--- config.mk ---
export PLATFORM = sky130hd
export DESIGN_NAME = lmsm_sequencer
export DESIGN_NICKNAME = d
export VERILOG_FILES = /design/src/rtl/lmsm_sequencer.sv
export SDC_FILE = /design/constraint.sdc
export NUM_CORES = 1
export LEC_CHECK = 0
export CORE_ASPECT_RATIO = 0.6
export CORE_UTILIZATION = 37
export CTS_CLUSTER_DIAMETER = 60
export DETAILED_ROUTE_END_ITERATION = 8
export GPL_TIMING_DRIVEN = 0
export PLACE_DENSITY = 0.86
export SETUP_SLACK_MARGIN = 0.5
export SYNTH_ARGS = -nofsm -noshare
export SYNTH_HDL_FRONTEND = slang
export SYNTH_SLANG_ARGS = --single-unit
--- constraint.sdc ---
create_clock -name clk -period 2.4 [get_ports clk]
set_clock_uncertainty 0.15 [all_clocks]
set_input_delay 0.36 -clock clk [delete_from_list [all_inputs] [get_ports clk]]
set_output_delay 0.36 -clock clk [all_outputs]
set_load 0.03 [all_outputs]
--- src/rtl/lmsm_sequencer.sv ---
// ============================================================================
// lmsm_sequencer : LM/SM micro-sequencer; one register micro-op per mask bit.
// Optional: LMSM_PERF_EN enables the saturating issued micro-op counter.
// Revision: 1.0 - initial release
// ============================================================================
`default_nettype none

module lmsm_sequencer #(
  parameter logic [3:0] LM_OPCODE = 4'b0110,
  parameter logic [3:0] SM_OPCODE = 4'b0111
) (
  input  logic        clk,
  input  logic        rst,
  input  logic        flush,
  input  logic        if_id_valid,
  input  logic [15:0] if_id_instr,
  input  logic        stall_in,
  output logic        uop_valid,
  output logic        uop_store,
  output logic [2:0]  uop_base_reg,
  output logic [2:0]  uop_data_reg,
  output logic [15:0] uop_offset,
  output logic        uop_last,
  output logic        seq_stall,
  output logic        seq_busy,
  output logic        lmsm_nop,
  output logic [15:0] perf_uop_cnt
);

  typedef enum logic [0:0] {IDLE = 1'b0, SEQ = 1'b1} state_t;

  state_t      state_q, state_d;
  logic [7:0]  rem_q, rem_d;
  logic [2:0]  off_q, off_d;
  logic        store_q, store_d;
  logic [2:0]  base_q, base_d;

  logic [3:0]  w_opcode;
  logic        w_is_sm;
  logic        w_is_lmsm;
  logic [7:0]  w_mask;
  logic [7:0]  w_eff;
  logic [7:0]  w_eff_clr;
  logic [2:0]  w_low_idx;
  logic        w_one_hot;
  logic        w_accept;
  logic        w_unused_instr8;

  assign w_opcode        = if_id_instr[15:12];
  assign w_mask          = if_id_instr[7:0];
  assign w_unused_instr8 = if_id_instr[8];
  assign w_is_sm         = (w_opcode == SM_OPCODE);
  assign w_is_lmsm       = if_id_valid && ((w_opcode == LM_OPCODE) || w_is_sm);

  assign w_eff     = (state_q == SEQ) ? rem_q : (w_is_lmsm ? w_mask : 8'h00);
  assign w_eff_clr = w_eff & (w_eff - 8'd1);
  assign w_one_hot = (w_eff != 8'h00) && (w_eff_clr == 8'h00);

  always_comb begin
    w_low_idx = 3'd0;
    for (int k = 7; k >= 0; k--) begin
      if (w_eff[k]) w_low_idx = 3'(k);
    end
  end

  assign uop_valid    = (w_eff != 8'h00) && !flush;
  assign uop_last     = uop_valid && w_one_hot;
  assign uop_data_reg = w_low_idx;
  assign uop_offset   = {13'b0, off_q};
  assign uop_store    = (state_q == SEQ) ? store_q : (w_is_lmsm && w_is_sm);
  assign uop_base_reg = (state_q == SEQ) ? base_q
                      : (w_is_lmsm ? if_id_instr[11:9] : 3'd0);
  assign seq_stall    = uop_valid && !(uop_last && !stall_in);
  assign seq_busy     = (state_q == SEQ);
  assign lmsm_nop     = w_is_lmsm && (state_q == IDLE) && (w_mask == 8'h00) && !flush;
  assign w_accept     = uop_valid && !stall_in;

  // Flush outranks accept; a held (stalled) micro-op leaves all state untouched.
  always_comb begin
    state_d = state_q;
    rem_d   = rem_q;
    off_d   = off_q;
    store_d = store_q;
    base_d  = base_q;
    if (flush) begin
      state_d = IDLE;
      rem_d   = 8'h00;
      off_d   = 3'd0;
    end else if (w_accept) begin
      rem_d = w_eff_clr;
      if (state_q == IDLE) begin
        store_d = w_is_sm;
        base_d  = if_id_instr[11:9];
      end
      if (w_eff_clr != 8'h00) begin
        state_d = SEQ;
        off_d   = off_q + 3'd1;
      end else begin
        state_d = IDLE;
        off_d   = 3'd0;
      end
    end
  end

  always_ff @(posedge clk) begin
    if (rst) begin
      state_q <= IDLE;
      rem_q   <= 8'h00;
      off_q   <= 3'd0;
      store_q <= 1'b0;
      base_q  <= 3'd0;
    end else begin
      state_q <= state_d;
      rem_q   <= rem_d;
      off_q   <= off_d;
      store_q <= store_d;
      base_q  <= base_d;
    end
  end

`ifdef LMSM_PERF_EN
  logic [15:0] perf_q;

  always_ff @(posedge clk) begin
    if (rst) begin
      perf_q <= 16'h0000;
    end else if (w_accept && (perf_q != 16'hFFFF)) begin
      perf_q <= perf_q + 16'd1;
    end
  end

  assign perf_uop_cnt = perf_q;
`else
  assign perf_uop_cnt = 16'h0000;
`endif

endmodule

`default_nettype wire

# Yosys cells after proc, flatten, opt, wreduce, memory -nomap -nowiden
# Cells that the tools add are included.
[totals]
register_bits = 16
out_inout_bits = 44
wordCells = 48
inputBits = 21
[op_classes]
n_eq_ne = 2
n_mux = 15
reduce_logical = 21
bitwise = 3
add_sub_neg = 2
[ops]
columns = ["cell", "n"]
rows = [
  ["$mux 3", 11],
  ["$logic_not 8->1", 2],
  ["$mux 8", 2],
  ["$reduce_bool 8->1", 2],
  ["$logic_and 1x1->1", 11],
  ["$and 8x8->8", 1],
  ["$eq 4x3->1 const B", 2],
  ["$sub 8x1->8 const B", 1],
  ["$add 3x1->3 const B", 1],
  ["$logic_not 1->1", 3],
  ["$reduce_and 3->1", 1],
  ["$mux 1", 2],
  ["$not 1->1", 2],
  ["$reduce_or 2->1", 1],
  ["$logic_or 1x1->1", 1],
]

# Longest topological paths before layout
[depth]
word_depth = 13
depth_mapped = 8
depth_no_buf = 6

# Worst setup path before layout
# OpenSTA, ideal clock, no wires.
[synth_path]
kind = "register -> output"
from = "register state_q, in the netlist seq_busy"
to = "output uop_data_reg[0]"
t_required_ns = 1.890
slack_ns = -0.384
path_buffers = 2
t_arrival_ns = 2.274
path_stages_with_launch = 9
cell_sequence = "dfxtp_1 -> nor2b_1 -> buf_2 -> and2_1 -> clkbuf_1 -> o21ai_0 -> o211ai_1 -> a21oi_1 -> a211oi_1"
[synth_via]
elab_chain_cells = 9
[synth_rtl]
columns = ["element", "line", "text"]
rows = [
  ["from (decl)", "32", "state_t state_q, state_d;"],
  ["from (signal assigned)", "113", "state_q <= state_d;"],
  ["$mux 8 (*)", "55", "assign w_eff = (state_q == SEQ) ? rem_q : (w_is_lmsm ? w_mask : 8'h00);"],
  ["$mux 3 (7 in a row)", "62", "if (w_eff[k]) w_low_idx = 3'(k);"],
  ["$mux 3 (*)", "62", ""],
  ["to (decl)", "21", "output logic [2:0] uop_data_reg,"],
]
# Every way passes the cells marked *; elsewhere a longest branch is shown, timed or not.

# Worst setup path in the final report
[layout_path]
from = "input if_id_instr[3]"
to = "output seq_stall"
[layout_via]
elab_chain_cells = 10
word_cells_on_any_way = 12
classes_between = "add/sub: 1; mux: 2; bitwise: 1; reduce/logical: 8"
[layout_rtl]
columns = ["element", "line", "text"]
rows = [
  ["from (decl)", "16", "input logic [15:0] if_id_instr,"],
  ["$mux 8 (*) (2 in a row)", "55", ""],
  ["$sub 8x1->8", "56", "assign w_eff_clr = w_eff & (w_eff - 8'd1);"],
  ["$and 8x8->8", "56", ""],
  ["$logic_not 8->1", "57", "assign w_one_hot = (w_eff != 8'h00) && (w_eff_clr == 8'h00);"],
  ["$logic_and 1x1->1", "57", ""],
  ["$logic_and 1x1->1", "67", "assign uop_last = uop_valid && w_one_hot;"],
  ["$logic_and 1x1->1", "73", "assign seq_stall = uop_valid && !(uop_last && !stall_in);"],
  ["$logic_not 1->1", "73", ""],
  ["$logic_and 1x1->1 (*)", "73", ""],
  ["to (decl)", "24", "output logic seq_stall,"],
]
# Marked as above.

==> results.md <==
- GR Overflow Total: 0
- Violated checks: negative setup slack
- Via/cell ratio: 5.40
- Inserted Clock Buffers: 3
- Core Area: 3340 µm²
- Hold WC Path Type: input pin to flip-flop
- DR iter-0 viols: 168
- CP Launch Type: input pin
- Internal cell power: 0.000473 W
- Yosys warnings: 0
- Worst-Skew Late Latency: 0.25 ns
- Antenna diode count: 0
- Largest cells by area after synthesis: dfxtp_1 22%, buf_4 16%, a21oi_1 5.6%
- Clock share of power: 0.291
- First-pass GRT wire length: 7620 µm
- Worst R2R Path Depth: 11
- Post-Syn Area: 1340 µm²
- Status: complete, but fails checks
- GRT Overall Usage: 0.257
- Clock buffer depth: 2
- Setup slack, reg-to-reg: -0.02 ns
- Total negative slack: -4.15 ns
- CTS hold repair buffers: 0
- Area grow syn2layout: 80.6%
- Leak Pwr: 1.06 nW
- Period minus WS final: 2.79 ns
- WL/cell: 17.6 µm
- IO buf count: 34
- Max-cap viol count: 0
- Seq pwr share: 0.353
- Psw: 0.000233 W
- Max Clock Freq: 358 MHz
- Slew HR: 0.585
- Worst-path fanout max: 5
- Yosys cell types: 50
- Layout net count: 291
- IO Count: 65
- Critical path arrival: 2.28 ns
- Hold Fails Final Rpt: 0
- DR pass1 iterations: 4
- Final setup vio count: 21
- Cells after synthesis: 175
- Worst-path clk slew: 0.06 ns
- Comb power frac: 0.356
- Clk sinks: 15
- Fin crit share: 1.16
- Top cell type's share of synthesized area: 0.224
- CTS tree: done
- # placed instances: 282
- Post-DRT Antenna Nets: 0
- Register area share after synthesis: 0.224
- #FFs+latches synth: 15
- Cell accounting for the most synthesized area: dfxtp_1
- Overall power: 0.000706 W
- Setup crit end kind: output port
- Reg2reg start: seq_busy$_SDFFE_PP0P_
- Worst vdd ir: 0.000251 V
- Utilization after layout: 0.723
- Syn_area_per_cell: 7.65 µm²
- Largest net degree at the start of global routing: 11
- Switching Share: 0.330
- Post-DP HPWL: 2930 µm
- Power density cells: 292 nW/µm²
- Routability congestion estimate: 0.967
- Post-Route WL: 5510 µm
- Layout cells sized above 1: 0.519
- Worst slew pin tran: 0.622 ns
- Rows: 16
- Clk root buf: clkbuf_8
- Vias in the first global route: 1501
- Reg2reg end: base_q[2]$_SDFFE_PP0P_
- # H-tree levels: 1
- Non-Filler Instances: 313
- # DRC: 0
- WP data required: 1.89 ns
- Die Span X: 79.7 µm
- Die Ht: 48.6 µm
- Vias: 1689
- Final worst slack: -0.390 ns
- Top FF cell, synth: dfxtp_1
- Number of synthesized flops with an enable pin: 0
- Pre-CTS WS: -1.28 ns
- RSZ-0062 raised after global routing: true
- Critical path startpoint: if_id_instr[3]
- Initial Util: 0.400
- Asr flop ratio synth: 0
- Fin. max-slew vios: 0
- DIE AREA: 3870 µm²
- Critical path class: input pin to output port
- Initial antenna violation count: 0
- Termination of the worst setup path: seq_stall
per-stage QoR:
step	hold WS [ns]	instance area, µm²
2_1_floorplan	0.279	1520
3_5_place_dp	0.327	1920
3_3_place_gp	0.315	1920
5_1_grt	0.271	2420
6_report	0.271	2420
4_1_cts	0.257	2240
synthesized netlist by cell type, types with 2 or more instances:
master and instances:
nor3_1 6, a211oi_1 3, a21oi_1 15, or2_1 2, a22oi_1 4, o21ai_1 5, inv_1 2, buf_4 29
or2_2 4, a32o_1 4, buf_2 4, and3_1 2, nor4_1 2, nand2b_1 2, dfxtp_1 15, clkbuf_1 4
o21ai_0 5, o211ai_1 2, nand2_1 16, nand3_1 3, nor2_1 12, a22o_1 4, o21a_1 3
cells by family (layout without fill, tap and decap cells):
group,count (synthesis),count (layout),synth area share
AND/OR/NAND/NOR,59,59,0.242
AO/OA/AOI/OAI,57,57,0.308
buffers and inverters,41,106,0.206
flip-flops,15,15,0.224
adder cells (fa/ha/maj),1,1,0.00934
other,1,29,0.00280
multiplexers,1,1,0.00748
registers in the layout, summed over array words and instances (netlist names):
name      cells
store_q       1
rem_q         7
base_q        3
off_q         3
seq_busy      1
placed cells by master, fill, tap and decap left out, types with 3 or more instances in the layout:
cell             netlist  routed
buf_2                  4       4
a211oi_2               0       3
clkdlybuf4s50_1        0       9
a22o_1                 4       3
o21ai_2                0       3
a21oi_1               15       7
conb_1                 1      29
nor3_1                 6       5
nor2_4                 0       4
o21ai_0                5       5
or2_2                  4       3
buf_8                  0       4
buf_4                 29      47
nand2_2                0       5
dlygate4sd2_1          0       4
clkbuf_8               0       3
a21oi_2                1       9
buf_6                  1      29
or2_4                  0       3
nor2_1                12       7
nand2_1               16      10
nand3_1                3       3
dfxtp_1               15      14
area by class of cell:
type                    count  area (µm²)
well taps                  45        56.3
plain buffers              39         334
multi-input cells         147        1090
flip-flops and latches     15         304
fillers                   227         926
inverters                   2        10.0
repair buffers             61         577
clock buffers               4        45.0
worst min path at each step:
| stage | from | to | slack [ns] | cells past startpoint |
|---|---|---|---|---|
| after floorplan | rst | base_q[0]$_SDFFE_PP0P_ | 0.28 | 1 |
| after global placement | base_q[0]$_SDFFE_PP0P_ | base_q[0]$_SDFFE_PP0P_ | 0.32 | 2 |
| after detailed placement | base_q[1]$_SDFFE_PP0P_ | base_q[1]$_SDFFE_PP0P_ | 0.33 | 2 |
| after CTS | if_id_instr[0] | rem_q[1]$_SDFFE_PP0P_ | 0.26 | 3 |
| after global routing | if_id_instr[0] | rem_q[1]$_SDFFE_PP0P_ | 0.27 | 3 |
| final | if_id_instr[0] | rem_q[1]$_SDFFE_PP0P_ | 0.27 | 3 |
worst max-delay path: stages:
cell	delay, ns
buf_6	0.09
or4_4	0.52
buf_6	0.15
a22o_1	0.23
a21oi_2	0.20
nand4bb_4	0.13
or2_4	0.27
o21a_4	0.20
buf_6	0.13
power groups by stage:
stage,clock [W],sequential (W),combinational [W]
3_3_place_gp,0,0.000256,0.000208
6_report,0.000205,0.000249,0.000252
4_1_cts,0.000210,0.000250,0.000228
2_1_floorplan,0,0.000256,0.000150
5_1_grt,0.000223,0.000249,0.000263
3_5_place_dp,0,0.000256,0.000210
per-layer routing:
metal  GRT usage  part of all wire  vias to the layer above
li1            -                 -                      772
met1       0.361              0.42                      804
met2       0.396              0.45                       96
met3      0.0679              0.10                       17
met4      0.0424             0.026                        0
met5           0                 0                        -
repair_timing:
item | in CTS | in global routing
pin swaps | 24 | 24
buffers inserted | 16 | 9
endpoints found under the setup margin | 26 | 26
resized for setup | 153 | 37
gates cloned | 2 | 0
No activity file was read; power rests on OpenSTA's default activity.
